==> config.mk <==
export PLATFORM = sky130hd
export DESIGN_NAME = alu_op_decoder
export DESIGN_NICKNAME = d
export VERILOG_FILES = /design/src/rtl/alu_op_decoder_pkg.sv /design/src/rtl/alu_op_decode_comb.sv /design/src/rtl/alu_op_decoder.sv
export SDC_FILE = /design/constraint.sdc
export NUM_CORES = 1
export LEC_CHECK = 0
export ABC_AREA = 1
export CAP_MARGIN = 15
export CORE_MARGIN = 5
export CORE_UTILIZATION = 42
export DETAILED_ROUTE_END_ITERATION = 12
export HOLD_SLACK_MARGIN = 0.08
export PLACE_DENSITY = 0.77
export SLEW_MARGIN = 20
export SYNTH_ARGS = -nofsm -noshare
export SYNTH_HDL_FRONTEND = slang
export SYNTH_SLANG_ARGS = --single-unit
==> constraint.sdc <==
create_clock -name clk -period 1.5 [get_ports clk]
set_clock_uncertainty 0.15 [all_clocks]
set_input_delay 0.3 -clock clk [delete_from_list [all_inputs] [get_ports clk]]
set_output_delay 0.3 -clock clk [all_outputs]
set_load 0.005 [all_outputs]
==> src/rtl/alu_op_decoder_pkg.sv <==
// Shared types for the RV32I ALU operation decoder: ALU control codes, operand
// selects, opcode constants, the decoded payload and the immediate formatters.
package alu_op_decoder_pkg;

    localparam int RV_XLEN       = 32;
    localparam int ALU_CTL_WIDTH = 4;

    // ALU control codes, common to this decoder and the ALU it feeds.
    typedef enum logic [ALU_CTL_WIDTH-1:0] {
        ALU_ADD   = 4'd0,
        ALU_SUB   = 4'd1,
        ALU_SLL   = 4'd2,
        ALU_SLT   = 4'd3,
        ALU_SLTU  = 4'd4,
        ALU_XOR   = 4'd5,
        ALU_SRL   = 4'd6,
        ALU_SRA   = 4'd7,
        ALU_OR    = 4'd8,
        ALU_AND   = 4'd9,
        ALU_SEQ   = 4'd10,
        ALU_SNE   = 4'd11,
        ALU_SGE   = 4'd12,
        ALU_SGEU  = 4'd13,
        ALU_AUIPC = 4'd14
    } alu_ctl_e;

    typedef enum logic [1:0] {
        A_SEL_RS1  = 2'd0,
        A_SEL_PC   = 2'd1,
        A_SEL_ZERO = 2'd2
    } a_sel_e;

    typedef enum logic {
        B_SEL_RS2 = 1'b0,
        B_SEL_IMM = 1'b1
    } b_sel_e;

    localparam logic [6:0] OPC_OP     = 7'b0110011;
    localparam logic [6:0] OPC_OP_IMM = 7'b0010011;
    localparam logic [6:0] OPC_BRANCH = 7'b1100011;
    localparam logic [6:0] OPC_LOAD   = 7'b0000011;
    localparam logic [6:0] OPC_JALR   = 7'b1100111;
    localparam logic [6:0] OPC_STORE  = 7'b0100011;
    localparam logic [6:0] OPC_LUI    = 7'b0110111;
    localparam logic [6:0] OPC_AUIPC  = 7'b0010111;
    localparam logic [6:0] OPC_JAL    = 7'b1101111;

    localparam logic [6:0] FUNCT7_BASE = 7'b0000000;
    localparam logic [6:0] FUNCT7_ALT  = 7'b0100000;

    typedef struct packed {
        alu_ctl_e             ctl;
        a_sel_e               a_sel;
        b_sel_e               b_sel;
        logic [RV_XLEN-1:0]   imm;
        logic                 is_branch;
        logic                 illegal;
        logic [RV_XLEN-1:0]   pc;
    } payload_t;

    function automatic logic [RV_XLEN-1:0] imm_i(input logic [RV_XLEN-1:0] instr);
        return {{20{instr[31]}}, instr[31:20]};
    endfunction

    function automatic logic [RV_XLEN-1:0] imm_s(input logic [RV_XLEN-1:0] instr);
        return {{20{instr[31]}}, instr[31:25], instr[11:7]};
    endfunction

    function automatic logic [RV_XLEN-1:0] imm_b(input logic [RV_XLEN-1:0] instr);
        return {{19{instr[31]}}, instr[31], instr[7], instr[30:25], instr[11:8], 1'b0};
    endfunction

    function automatic logic [RV_XLEN-1:0] imm_j(input logic [RV_XLEN-1:0] instr);
        return {{11{instr[31]}}, instr[31], instr[19:12], instr[20], instr[30:21], 1'b0};
    endfunction

    function automatic logic [RV_XLEN-1:0] imm_u(input logic [RV_XLEN-1:0] instr);
        return {instr[31:12], 12'b0};
    endfunction

    // AUIPC carries the raw upper field; the ALU applies the shift by 12.
    function automatic logic [RV_XLEN-1:0] imm_u_raw(input logic [RV_XLEN-1:0] instr);
        return {12'b0, instr[31:12]};
    endfunction

endpackage

==> src/rtl/alu_op_decode_comb.sv <==
// Purely combinational RV32I instruction-to-ALU-payload decode.
// Illegal encodings produce ADD with zero selects and immediate.
module alu_op_decode_comb
    import alu_op_decoder_pkg::*;
(
    input  logic [RV_XLEN-1:0] instr_i,
    input  logic [RV_XLEN-1:0] pc_i,
    output payload_t           payload_o
);

    logic [6:0] opcode;
    logic [2:0] funct3;
    logic [6:0] funct7;
    logic       funct7_ok;
    logic       is_shift;

    assign opcode    = instr_i[6:0];
    assign funct3    = instr_i[14:12];
    assign funct7    = instr_i[31:25];
    assign funct7_ok = (funct7 == FUNCT7_BASE) || (funct7 == FUNCT7_ALT);
    assign is_shift  = (funct3 == 3'b001) || (funct3 == 3'b101);

    // sub_en distinguishes OP (ADD/SUB by funct7[5]) from OP-IMM (always ADD).
    function automatic alu_ctl_e arith_ctl(input logic [2:0] f3, input logic alt,
                                           input logic sub_en);
        alu_ctl_e ctl;
        case (f3)
            3'b000:  ctl = (alt && sub_en) ? ALU_SUB : ALU_ADD;
            3'b001:  ctl = ALU_SLL;
            3'b010:  ctl = ALU_SLT;
            3'b011:  ctl = ALU_SLTU;
            3'b100:  ctl = ALU_XOR;
            3'b101:  ctl = alt ? ALU_SRA : ALU_SRL;
            3'b110:  ctl = ALU_OR;
            default: ctl = ALU_AND;
        endcase
        return ctl;
    endfunction

    function automatic alu_ctl_e branch_ctl(input logic [2:0] f3);
        alu_ctl_e ctl;
        case (f3)
            3'b000:  ctl = ALU_SEQ;
            3'b001:  ctl = ALU_SNE;
            3'b100:  ctl = ALU_SLT;
            3'b101:  ctl = ALU_SGE;
            3'b110:  ctl = ALU_SLTU;
            default: ctl = ALU_SGEU;
        endcase
        return ctl;
    endfunction

    always_comb begin
        // NOTE: every field gets a default first so no path through the case leaves a latch.
        payload_o           = '0;
        payload_o.ctl       = ALU_ADD;
        payload_o.a_sel     = A_SEL_RS1;
        payload_o.b_sel     = B_SEL_RS2;
        payload_o.pc        = pc_i;

        case (opcode)
            OPC_OP: begin
                payload_o.illegal = !funct7_ok;
                payload_o.ctl     = arith_ctl(funct3, funct7[5], 1'b1);
            end
            OPC_OP_IMM: begin
                payload_o.illegal = is_shift && !funct7_ok;
                payload_o.ctl     = arith_ctl(funct3, funct7[5], 1'b0);
                payload_o.b_sel   = B_SEL_IMM;
                payload_o.imm     = imm_i(instr_i);
            end
            OPC_BRANCH: begin
                payload_o.illegal   = (funct3 == 3'b010) || (funct3 == 3'b011);
                payload_o.ctl       = branch_ctl(funct3);
                payload_o.is_branch = 1'b1;
                payload_o.imm       = imm_b(instr_i);
            end
            OPC_LOAD, OPC_JALR: begin
                payload_o.b_sel = B_SEL_IMM;
                payload_o.imm   = imm_i(instr_i);
            end
            OPC_STORE: begin
                payload_o.b_sel = B_SEL_IMM;
                payload_o.imm   = imm_s(instr_i);
            end
            OPC_LUI: begin
                payload_o.a_sel = A_SEL_ZERO;
                payload_o.b_sel = B_SEL_IMM;
                payload_o.imm   = imm_u(instr_i);
            end
            OPC_AUIPC: begin
                payload_o.ctl   = ALU_AUIPC;
                payload_o.a_sel = A_SEL_PC;
                payload_o.b_sel = B_SEL_IMM;
                payload_o.imm   = imm_u_raw(instr_i);
            end
            OPC_JAL: begin
                payload_o.a_sel = A_SEL_PC;
                payload_o.b_sel = B_SEL_IMM;
                payload_o.imm   = imm_j(instr_i);
            end
            default: payload_o.illegal = 1'b1;
        endcase

        // Illegal encodings flow through as a harmless ADD of rs1 and rs2.
        if (payload_o.illegal) begin
            payload_o.ctl       = ALU_ADD;
            payload_o.a_sel     = A_SEL_RS1;
            payload_o.b_sel     = B_SEL_RS2;
            payload_o.imm       = '0;
            payload_o.is_branch = 1'b0;
        end
    end

endmodule

==> src/rtl/alu_op_decoder.sv <==
// Registered valid/ready stage between fetch and the ALU, wrapping the decode.
// Define ALU_OP_DECODER_SKID_EN to add a skid entry and register in_ready.
module alu_op_decoder
    import alu_op_decoder_pkg::*;
#(
    parameter int XLEN = RV_XLEN  // only 32 is supported
) (
    input  logic                     clk,
    input  logic                     rst_n,
    input  logic                     in_valid,
    output logic                     in_ready,
    input  logic [XLEN-1:0]          in_instr,
    input  logic [XLEN-1:0]          in_pc,
    output logic                     out_valid,
    input  logic                     out_ready,
    output logic [ALU_CTL_WIDTH-1:0] out_ctl,
    output logic [1:0]               out_a_sel,
    output logic                     out_b_sel,
    output logic [XLEN-1:0]          out_imm,
    output logic                     out_is_branch,
    output logic                     out_illegal,
    output logic [XLEN-1:0]          out_pc
);

    payload_t decoded;
    payload_t payload_d, payload_q;
    logic     out_valid_d, out_valid_q;
    logic     push;
    logic     out_free;

    alu_op_decode_comb u_decode (
        .instr_i   (in_instr),
        .pc_i      (in_pc),
        .payload_o (decoded)
    );

    assign push     = in_valid && in_ready;
    assign out_free = !out_valid_q || out_ready;

`ifdef ALU_OP_DECODER_SKID_EN
    payload_t skid_d, skid_q;
    logic     skid_valid_d, skid_valid_q;

    assign in_ready = !skid_valid_q;

    // in_ready is low whenever the skid is full, so a drain never coincides with a push.
    always_comb begin
        payload_d    = payload_q;
        out_valid_d  = out_valid_q;
        skid_d       = skid_q;
        skid_valid_d = skid_valid_q;
        if (out_free) begin
            if (skid_valid_q) begin
                payload_d    = skid_q;
                out_valid_d  = 1'b1;
                skid_valid_d = 1'b0;
            end else if (push) begin
                payload_d   = decoded;
                out_valid_d = 1'b1;
            end else begin
                out_valid_d = 1'b0;
            end
        end else if (push) begin
            skid_d       = decoded;
            skid_valid_d = 1'b1;
        end
    end

    always_ff @(posedge clk or negedge rst_n) begin
        if (!rst_n) begin
            skid_q       <= '0;
            skid_valid_q <= 1'b0;
        end else begin
            skid_q       <= skid_d;
            skid_valid_q <= skid_valid_d;
        end
    end
`else
    assign in_ready = out_free;

    always_comb begin
        payload_d   = payload_q;
        out_valid_d = out_valid_q;
        if (push) begin
            payload_d   = decoded;
            out_valid_d = 1'b1;
        end else if (out_ready) begin
            out_valid_d = 1'b0;
        end
    end
`endif

    always_ff @(posedge clk or negedge rst_n) begin
        if (!rst_n) begin
            // NOTE: the payload register is reset too, because its outputs must read zero in reset.
            payload_q   <= '0;
            out_valid_q <= 1'b0;
        end else begin
            // NOTE: non-blocking updates keep every flop sampling the pre-edge values.
            payload_q   <= payload_d;
            out_valid_q <= out_valid_d;
        end
    end

    assign out_valid     = out_valid_q;
    assign out_ctl       = payload_q.ctl;
    assign out_a_sel     = payload_q.a_sel;
    assign out_b_sel     = payload_q.b_sel;
    assign out_imm       = payload_q.imm;
    assign out_is_branch = payload_q.is_branch;
    assign out_illegal   = payload_q.illegal;
    assign out_pc        = payload_q.pc;

endmodule

### After elaboration in Yosys (flattened, before gate mapping)

Cells that the tools add are included.

| storage, ports and cells | value |
|---|---|
| output and inout port bits | 75 |
| input bits | 68 |
| bits in registers | 74 |

| operators by class | value |
|---|---|
| eq/ne operators | 16 |
| reduce and logical (&&, ||, !) cells | 15 |
| mux-type cells | 14 |

Operator list:

| kind | number |
|---|---|
| $pmux 32 s6 | 1 |
| $pmux 4 s7 | 2 |
| $mux 40 | 1 |
| $eq 7x6->1 const B | 4 |
| $eq 7x7->1 const B | 3 |
| $pmux 4 s5 | 1 |
| $pmux 4 s4 | 1 |
| $eq 7x5->1 const B | 2 |
| $eq 3x3->1 const B | 3 |
| $eq 7x2->1 const B | 1 |
| $logic_not 7->1 | 1 |
| $reduce_or 7->1 | 1 |
| $eq 3x2->1 const B | 2 |
| $mux 1 | 6 |
| $reduce_or 6->1 | 1 |
| $logic_or 1x1->1 | 4 |
| $pmux 1 s4 | 1 |
| $pmux 2 s2 | 1 |
| $eq 3x1->1 const B | 1 |
| $logic_not 3->1 | 1 |
| $reduce_or 3->1 | 1 |
| $logic_and 1x1->1 | 2 |
| $logic_not 1->1 | 2 |
| $reduce_bool 2->1 | 1 |
| $reduce_or 2->1 | 1 |

### Depth between registers and ports, before layout

Gate-level depths: netlist of the first run.

| logic depth | value |
|---|---|
| depth in word-level cells | 6 |
| mapped depth | 12 |
| gate-level depth less buffers | 11 |

### Modules after synthesis

From an unflattened synthesis of the first run, not the netlist that was laid out.

| second synthesis, totals | value |
|---|---|
| cell total of the unflattened synthesis | 676 |
| area, all modules | 4558.1 µm² |

Modules (own cells, without submodules):

| module | seq. area each (µm²) | cells an instance | area each (µm²) | instances |
|---|---|---|---|---|
| alu_op_decoder | 1851.8 | 321 | 2960.3 | 1 |
| alu_op_decode_comb | 0.0 | 355 | 1597.8 | 1 |

### Worst setup path before layout of the first run

OpenSTA, ideal clock, no wires.

| timing | value |
|---|---|
| path type | input to register |
| start point | input in_instr[1] |
| end point | register payload_q (netlist bit out_imm[23]) |
| setup slack | -0.026 ns |
| arrival time | 1.258 ns |
| required time | 1.232 ns |
| cell stages on the path | 12 |
| cells stage by stage | nand2_2 inv_1 nand2_1 nor2_2 nand3_1 nand2_1 inv_2 nand2_4 inv_4 buf_8 nand3_2 nand2_1 |

| on the way | value |
|---|---|
| cells in the longest elaborated chain, start to end | 4 |
| elaborated cells on any way between the ends | 14 |
| those cells by class | eq/ne: 9; mux: 3; reduce/logical: 2 |

RTL lines:

| element | line | source |
|---|---|---|
| start: declaration | alu_op_decoder.sv:12 | `input logic [XLEN-1:0] in_instr,` |
| $eq 7x2->1 (tied with other cells) | alu_op_decode_comb.sv:61 | `case (opcode)` |
| $reduce_or 6->1 (no source line) / $reduce_or 3->1 (equally long branches) | -- |  |
| $pmux 1 s4 / $pmux 32 s6 (equally long branches) | alu_op_decode_comb.sv:61 |  |
| $mux 40 * | alu_op_decode_comb.sv:106 | `if (payload_o.illegal) begin` |
| end signal: assignment | alu_op_decoder.sv:100 | `payload_q <= payload_d;` |
| end: declaration | alu_op_decoder.sv:26 | `payload_t payload_d, payload_q;` |

Every way passes the cells marked *; elsewhere a longest branch is shown, timed or not.
A chain may end at the register's enable or synchronous reset.

### Worst setup path after layout of the first run

| timing | value |
|---|---|
| start point | register payload_q (netlist bit out_imm[10]) |
| end point | output out_imm[10] |

RTL lines:

| element | line | source |
|---|---|---|
| end: declaration | alu_op_decoder.sv:19 | `output logic [XLEN-1:0] out_imm,` |

No word-level cell between the ends.

==> impl_results.md, run 1 <==
- Post-Syn Instances: ~640
- Area leader, netlist: dfrtp_1
- Placeable Area: 10180 µm²
- Worst Path Arrival: a little over 1 ns
- Largest fanout on the critical path: 2
- PwrDens: 723.5 nW/µm²
- Drt wl/cell: 15.42 µm
- H-tree depth: 3
- Top Family by Delay on Critical Path: flip-flops
- Syn avg cell area: roughly 6.8 µm²
- Syn nets: a little over 700
- P&R area growth vs syn: 60.86%
- DRT Wirelength: roughly 15000 µm
- Final min period: 1.469 ns
- DR pass1 iterations: 5
- Worst Path Buf+Inv: 1
- Hold Crit Start: in_pc[1]
- First-pass GRT wire length: 23740 µm
- Placed Area: approximately 6200 µm²
- Slowest stage delay, CP: approximately 0.4 ns
- Maxcap violations: 0
- Leak: approximately 4.0 nW
- Worst skew pair latency: between 0.3 and 0.4 ns
- Sink Count: 74
- Setup crit start kind: flop
- Chip width: 111.4 µm
- Clock buffer depth: 2
- Total clock buffers created by CTS: 9
- CP Capture Type: primary output
- Post-synthesis register bit count: 74
- Achievable Freq: a little under 700 MHz
- Reg2reg setup slack: around 0.10 ns
- Drt drc: 0
- Pins Over Slew Limit: 0
- N_diodes: 0
- Final count of negative-setup-slack endpoints: 0
- Req. time, crit path: ~1.1 ns
- Die height: approximately 110 µm
- DR iter-0 viols: between 400 and 500
- Crit Path Class: flop to primary output
- Largest net degree at the start of global routing: between 70 and 80
- Antenna Nets Post-Route: 0
- Worst r2r src: out_valid
- Number of global-route vias before repair: about 4900
- Leading post-synthesis cells by cell area: dfrtp_1 43%, nand2_1 24%, nand3_1 14%
- Dpl hpwl: slightly above 10000 µm
- Mapped cell area: around 4300 µm²
- Grt ovf: 0
- Slew @ Worst Pin: 0.3963 ns
- Final hold vios: 0
- CTS tree: yes
- Filler cell count: 877
- GPL Wtd Cong: 0.8851
- Clk slew on worst S/H paths: 0.09 ns
- Number of port buffers: between 100 and 150
- Worst Setup SP: out_imm[10]
- Pwr Total: 0.005027 W
- Initial antenna violation count: 0
- Setup TNS: 0 ns
- Slew headroom: 0.7358
- Distinct cells, synth: 23
- Crit share post-route: 0.9792
- Max IR drop VDD: roughly 0.44 mV
- Via/cell ratio: between 5 and 6
- Slowest CP cell: dfrtp_1
- RSZ-0062 raised after global routing: true
- Starting Density: 0.4241
- Die area: between 10000 and 15000 µm²
- Critical Path, Cell by Cell: dlygate4sd2_1
- DR vias: ~5000
- Clk root buf: clkbuf_8
- Ratio of cells with drive above 1 in the final layout: 0.2033
- Seq/Total Area, Yosys: 0.4287
- Nets@finish: approximately 900
- Final instance area: about 6900 µm²
- Status: complete, no violations
- I/O pins: approximately 140
- GRT Resource Usage Total: 0.2306
- Synth top area share: 0.4287
- YS warnings: 0
- Row Count: 37
- HP Class: input port to flop
Yosys cell counts:
| master | n |
|---|---|
| nand2_1 | 277 |
| o21ai_0 | 11 |
| nand3_2 | 11 |
| inv_4 | 1 |
| dfrtp_1 | 74 |
| inv_2 | 3 |
| nand2_4 | 1 |
| nor2_2 | 4 |
| o211ai_1 | 1 |
| nor2_1 | 53 |
| clkbuf_1 | 16 |
| buf_2 | 17 |
| nor2_4 | 2 |
| inv_1 | 22 |
| buf_6 | 3 |
| buf_1 | 5 |
| nand4_1 | 2 |
| nand2_2 | 3 |
| buf_4 | 1 |
| nor3_1 | 1 |
| a21oi_1 | 3 |
| nand3_1 | 125 |
| buf_8 | 1 |
path summary, 6_finish.rpt:
path                       cells past startpoint     endpoint
setup / recovery                               1  out_imm[10]
hold reg to reg                                2   out_imm[0]
max in group asynchronous                      3  out_imm[28]
hold / removal                                 3    out_pc[1]
min in group asynchronous                      3    out_pc[0]
setup reg to reg                               8  out_imm[10]
through the flow:
step	worst slack, ns	hold slack, ns	instances	utilization
after CTS	0.005189	0.3195	964	0.6493
after floorplan	0.003426	-0.1456	637	-
after detailed placement	-0.6775	0.2121	929	0.6123
after global placement	-0.6080	0.2008	929	0.6123
after global routing	-0.02032	0.3138	977	0.6822
final	0.03118	0.3274	977	0.6822
worst min-delay path, delay by kind of cell:
| family | cells | cell delay [ns] |
|---|---|---|
| buffers and inverters | 1 | 0.40 |
| AND/OR/NAND/NOR | 2 | 0.10 |
routing by layer:
layer,part of all wire,routed length (µm),vias to the layer above,global-route usage
met5,0,0,-,0
li1,-,-,2412,-
met3,0.068,1030,41,0.04239
met1,0.40,5990,2352,0.2817
met4,0.030,445,0,0.09976
met2,0.50,7601,219,0.3989
cell families after synthesis:
group | after synthesis | synth area share
compound gates | 15 | 0.01796
buf+inv | 69 | 0.07416
flops | 74 | 0.4287
simple gates | 479 | 0.4791
flip-flops by register name, summed over array words and instances, names as in the netlist:
signal,flops
out_a_sel,2
out_b_sel,1
out_ctl,4
out_illegal,1
out_imm,32
out_is_branch,1
out_pc,32
out_valid,1
cell usage in the layout (no fill, tap or decap), types with 5 or more instances in the layout:
cell | netlist | final
nor2_2 | 4 | 5
dlymetal6s2s_1 | 0 | 7
nand2_2 | 3 | 12
nand3_2 | 11 | 15
dfrtp_1 | 74 | 74
buf_4 | 1 | 62
nor2_1 | 53 | 46
clkbuf_8 | 0 | 9
buf_12 | 0 | 10
inv_2 | 3 | 7
inv_1 | 22 | 17
nand2_4 | 1 | 6
nor2_4 | 2 | 8
buf_6 | 3 | 7
clkbuf_16 | 0 | 5
nand2_1 | 277 | 262
dlygate4sd2_1 | 0 | 67
o21ai_0 | 11 | 10
clkbuf_2 | 0 | 7
clkdlybuf4s15_1 | 0 | 8
nand3_1 | 125 | 120
clkdlybuf4s50_1 | 0 | 51
final cells by class:
| class | count | area (µm²) | share of cell area |
|---|---|---|---|
| sequential | 74 | 1852 | 0.2665 |
| multi-input combinational | 494 | 2311 | 0.3326 |
| inverter | 26 | 122.6 | 0.01765 |
| clock buffer | 10 | 127.6 | 0.01837 |
| timing repair buffer | 231 | 2275 | 0.3274 |
| tap | 136 | 170.2 | 0.02449 |
| clock inverter | 6 | 90.09 | 0.01297 |
power breakdown:
group | total, W | switching (W) | leakage, nW | internal (W)
Sequential | 0.00219 | 0.0000645 | 0.974 | 0.00212
Clock | 0.00172 | 0.000773 | 0.107 | 0.000944
Combinational | 0.00112 | 0.000558 | 2.94 | 0.000566
what timing repair did:
action / in CTS / in global routing
setup endpoints to repair: 114 / 55
cloned: 2 / 5
hold buffers: 1 / 0
buffers inserted: 16 / 8
gates resized for setup: 113 / 67
pin swaps: 7 / 13
hold endpoints to repair: 74 / 0
Power figures use the tool's default switching activity.
==> run 2: changes to the inputs <==
Settings changed: REMOVE_ABC_BUFFERS set to 1.
==> impl_results.md, run 2 (synthesis results as in run 1) <==
- PwrDens: 756.0 nW/µm² (+4.5%)
- CP Capture Type: primary output
- First-pass GRT wire length: 23320 µm (-1.8%)
- Critical Path, Cell by Cell: dlygate4sd2_1
- Pwr Total: 0.005155 W (+2.6%)
- Slew headroom: 0.7638 (+0.02807)
- Crit Path Class: flop to primary output
- Worst Path Arrival: 1.04 ns (+0.02 ns)
- Placeable Area: 10180 µm² (unchanged)
- P&R area growth vs syn: 57.88%
- Slew @ Worst Pin: 0.3542 ns (-0.04210 ns)
- Top Family by Delay on Critical Path: flip-flops
- Filler cell count: 885 (+0.91%)
- Clock buffer depth: 2 (unchanged)
- Total clock buffers created by CTS: 9 (unchanged)
- Max IR drop VDD: 0.4578 mV (+3.7%)
- Commonest non-fill, non-tap cells in the layout: 267 x nand2_1, 117 x nand3_1, 74 x dfrtp_1
- Die area: 12410 µm² (unchanged)
- Final count of negative-setup-slack endpoints: 0 (unchanged)
- H-tree depth: 3 (unchanged)
- Row Count: 37 (unchanged)
- Leak: 3.891 nW (-3.2%)
- Slowest CP cell: dfrtp_1
- Largest net degree at the start of global routing: 33 (-56%)
- Number of port buffers: 142 (unchanged)
- GRT Resource Usage Total: 0.2264 (-0.004204)
- Starting Density: 0.4241 (unchanged)
- Final Non-Filler Cells: 977 (unchanged)
- Die height: 111.4 µm (unchanged)
- Crit share post-route: 0.9903 (+0.01110)
- CTS tree: yes
- N_diodes: 0 (unchanged)
- Final min period: 1.485 ns (+0.01665 ns)
- Number of global-route vias before repair: 4891 (-0.20%)
- Worst Path Buf+Inv: 1 (unchanged)
- Drt drc: 0 (unchanged)
- Count of placed standard cells including taps: 932 (+0.32%)
- DR pass1 iterations: 5 (unchanged)
- Drt wl/cell: 14.68 µm (-4.8%)
- Via/cell ratio: 5.100 (-0.82%)
- DRT Wirelength: 14340 µm (-4.8%)
- Maxcap violations: 0 (unchanged)
- GPL Wtd Cong: 0.9078 (+2.6%)
- Pins Over Slew Limit: 0 (unchanged)
- Ratio of cells with drive above 1 in the final layout: 0.1986 (-0.004756)
- Grt ovf: 0 (unchanged)
- Initial antenna violation count: 0 (unchanged)
- Sink Count: 74 (unchanged)
- Dpl hpwl: 10050 µm (-2.2%)
- DR iter-0 viols: 417 (-6.7%)
- Status: complete, no violations
- I/O pins: 143 (unchanged)
- Clk slew on worst S/H paths: 0.08 ns (about the same)
- Final hold vios: 0 (unchanged)
- Worst skew pair latency: 0.36 ns (about the same)
- HP Class: input port to asynchronous set/reset pin
- Antenna Nets Post-Route: 0 (unchanged)
- Req. time, crit path: 1.05 ns (about the same)
- Largest fanout on the critical path: 2 (unchanged)
- Clk root buf: clkbuf_8
- Slowest stage delay, CP: 0.40 ns (about the same)
- Nets@finish: 904 (unchanged)
- Achievable Freq: 673.2 MHz (-1.1%)
- DR vias: 4983 (-0.82%)
- Chip width: 111.4 µm (unchanged)
- Setup crit start kind: flop
- Leading cell type in the layout, fill and taps excluded: nand2_1
-- run 2: changes by cell type in the layout (fill, tap and decap cells not counted), sizes merged, moves of 2 or more --
cell and change:
clkinv -2, buf +5, dlygate4sd2 -11, clkdlybuf4s15 +19, clkbuf -6, inv +2
dlymetal6s2s -6
-- run 2: layer usage --
layer / share of wire / up-vias / track usage
met5: 0 / - / 0
met4: 0.029 / 0 / 0.09895
met3: 0.064 / 35 / 0.03913
met2: 0.48 / 230 / 0.3699
met1: 0.43 / 2305 / 0.2965
li1: - / 2413 / -
-- run 2: through the flow --
step,setup WS (ns),hold slack [ns],instance area [µm²],utilization,TNS [ns]
after floorplan,-2.096,-0.1456,4099,-,-134.44
after global placement,-0.6145,0.07834,6254,0.6140,-31.31
after detailed placement,-0.6435,0.08395,6254,0.6140,-33.94
after CTS,0.003744,0.2587,6654,0.6533,0
after global routing,-0.01739,0.2743,6819,0.6695,-0.07019
final,0.01453,0.2462,6819,0.6695,0
-- run 2: worst paths after layout --
kind | startpoint | end | slack (ns) | cells past startpoint
setup / recovery | out_pc[26] | out_pc[26] | 0.01 | 1
hold / removal | rst_n | out_valid | 0.25 | 2
setup reg to reg | out_valid | out_b_sel | 0.18 | 6
hold reg to reg | out_imm[19] | out_imm[19] | 0.33 | 2
max in group asynchronous | rst_n | out_pc[5] | 0.48 | 3
min in group clk | in_pc[3] | out_pc[3] | 0.31 | 3
-- run 2: area by class of cell --
class,instances,area (µm²),share of cell area
clock buffers,10,127.6,0.01872
clock inverters,6,112.6,0.01651
inverters,26,105.1,0.01541
multi-input cells,494,2275,0.3336
flip-flops and latches,74,1852,0.2716
well taps,136,170.2,0.02495
repair buffers,231,2177,0.3193
-- run 2: where the power goes --
part / total [W] / switching (W) / internal [W]
combinational: 0.00107 / 0.000531 / 0.000536
clock: 0.00190 / 0.000786 / 0.00111
sequential: 0.00219 / 0.0000692 / 0.00212
total: 0.00516 / 0.00139 / 0.00377
-- run 2: timing repair --
| action | in CTS | in global routing |
|---|---|---|
| setup endpoints to repair | 114 | 69 |
| endpoints found under the hold margin | 74 | 0 |
| hold buffers | 1 | 0 |
| cloned | 2 | 2 |
| resized for setup | 130 | 58 |
| setup buffers | 17 | 7 |
| pin swaps | 8 | 10 |
==> run 3: changes to the inputs <==
Settings changed: GPL_ROUTABILITY_DRIVEN set to 0.
==> impl_results.md, run 3 (synthesis results as in run 1) <==
- Status: complete, no violations
- Slew headroom: 0.7228 (-0.04105)
- DP Worst Slack: -0.6570 ns (-0.01346 ns)
- Achievable Freq: 679.1 MHz (+0.88%)
- Top Family by Delay on Critical Path: flip-flops
- HP Class: input port to asynchronous set/reset pin
- Worst skew pair latency: 0.34 ns (-0.02 ns)
- Reg2reg setup slack: 0.15 ns (-0.03 ns)
- Drt wl/cell: 15.11 µm (+2.9%)
- Slowest stage delay, CP: 0.40 ns (about the same)
- Row Count: 37 (unchanged)
- RSZ-0062 raised after global routing: false
- Crit Path Class: flop to primary output
- DRT Wirelength: 14580 µm (+1.7%)
- CP Capture Type: primary output
- DR vias: 5032 (+0.98%)
- Number of port buffers: 142 (unchanged)
- Critical Path, Cell by Cell: dlygate4sd2_1
- DR pass1 iterations: 6 (+1)
- Sink Count: 74 (unchanged)
- Chip width: 111.4 µm (unchanged)
- Ratio of cells with drive above 1 in the final layout: 0.1870 (-0.01160)
- Max IR drop VDD: 0.5075 mV (+11%)
- DR iter-0 viols: 444 (+6.5%)
- Slowest CP cell: dfrtp_1
- Placeable Area: 10180 µm² (unchanged)
- Final count of negative-setup-slack endpoints: 0 (unchanged)
- Clk root buf: clkbuf_8
- Pins Over Slew Limit: 0 (unchanged)
- Clk slew on worst S/H paths: 0.08 ns (about the same)
- Antenna Nets Post-Route: 0 (unchanged)
- Largest net degree at the start of global routing: 30 (-9.1%)
- Via/cell ratio: 5.215 (+2.2%)
- N_diodes: 0 (unchanged)
- Starting Density: 0.4241 (unchanged)
- Largest fanout on the critical path: 2 (unchanged)
- PwrDens: 720.0 nW/µm² (-4.8%)
- Grt ovf: 0 (unchanged)
- Total clock buffers created by CTS: 9 (unchanged)
- Req. time, crit path: 1.05 ns (about the same)
- Nets@finish: 892 (-1.3%)
- Clock buffer depth: 2 (unchanged)
- P&R area growth vs syn: 54.84%
- Worst r2r src: out_valid
- Leak: 3.893 nW (about the same)
- Commonest non-fill, non-tap cells in the layout: 264 x nand2_1, 118 x nand3_1, 75 x dlygate4sd2_1
- Final min period: 1.472 ns (-0.01299 ns)
- Drt drc: 0 (unchanged)
- Worst Reg-to-Reg Cells: 6 (unchanged)
- Worst r2r dst: out_b_sel
- CTS tree: yes
- Setup crit start kind: flop
- Worst Path Arrival: 1.02 ns (-0.02 ns)
- Crit share post-route: 0.9817 (-0.008661)
- Initial antenna violation count: 0 (unchanged)
- GRT Resource Usage Total: 0.2282 (+0.001722)
- Filler cell count: 916 (+3.5%)
- Pwr Total: 0.004815 W (-6.6%)
- I/O pins: 143 (unchanged)
- Maxcap violations: 0 (unchanged)
- Die area: 12410 µm² (unchanged)
- First-pass GRT wire length: 23630 µm (+1.3%)
- Dpl hpwl: 10090 µm (+0.36%)
- Die height: 111.4 µm (unchanged)
- Leading cell type in the layout, fill and taps excluded: nand2_1
- Slew @ Worst Pin: 0.4158 ns (+0.06157 ns)
- Final hold vios: 0 (unchanged)
- Post-route setup slack: 0.02752 ns (+0.01299 ns)
- H-tree depth: 3 (unchanged)
- Number of global-route vias before repair: 4981 (+1.8%)
- Worst Path Buf+Inv: 1 (unchanged)
==> run 3: cell types whose count changed in the layout (fill, tap and decap cells not counted), sizes merged <==
cell,change
bufinv,-2
buf,-13
clkdlybuf4s15,-21
dlymetal6s2s,+1
clkbuf,+2
clkinvlp,+1
dlygate4sd2,+19
clkinv,+1
==> run 3: final cells by class <==
cell class / instances / area (µm²) / share of cell area
inverter: 26 / 110.1 / 0.01646
multi-input combinational: 494 / 2298 / 0.3437
clock buffer: 10 / 127.6 / 0.01908
tap: 136 / 170.2 / 0.02544
clock inverter: 6 / 65.06 / 0.009729
timing repair buffer: 219 / 2064 / 0.3087
sequential: 74 / 1852 / 0.2769
==> run 3: worst max-delay path by stage <==
stage	startpoint	slack, ns	cells past startpoint	end
final	out_imm[21]	0.03	1	out_imm[21]
after global routing	in_instr[2]	0.0005	13	out_imm[4]
after CTS	in_instr[3]	-0.004	12	out_imm[25]
after detailed placement	in_instr[5]	-0.66	12	out_imm[8]
after global placement	in_instr[6]	-0.56	11	out_illegal
after floorplan	out_valid	-2.10	5	out_b_sel
==> run 3: per-stage QoR <==
step,utilization,hold slack (ns),instance area [µm²],TNS (ns),std cells
6_report,0.6566,0.2840,6688,0,965
5_1_grt,0.6566,0.3114,6688,0,965
4_1_cts,0.6414,0.2912,6533,-0.009195,959
3_5_place_dp,0.6081,0.1083,6193,-33.11,924
3_3_place_gp,0.6081,0.1017,6193,-29.03,924
2_1_floorplan,-,-0.1456,4099,-134.44,594
==> run 3: metal layers <==
layer  vias up  share of wire  GRT usage
li1       2390              -          -
met1      2337           0.41     0.2868
met2       259           0.49     0.3856
met3        46          0.073    0.04130
met4         0          0.031    0.09895
met5         -              0          0
==> run 3: repair_timing <==
action,CTS,global route
endpoints found under the setup margin,114,52
pin swaps,10,9
resized for setup,127,47
cloned,2,1
endpoints found under the hold margin,56,0
buffers inserted,16,5
hold buffers,1,0
==> run 3: power breakdown <==
| group | switching (W) | internal [W] | leakage [nW] |
|---|---|---|---|
| Clock | 0.000809 | 0.000773 | 0.0966 |
| Combinational | 0.000531 | 0.000513 | 2.82 |
| Sequential | 0.0000663 | 0.00212 | 0.974 |
| Total | 0.00141 | 0.00341 | 3.89 |
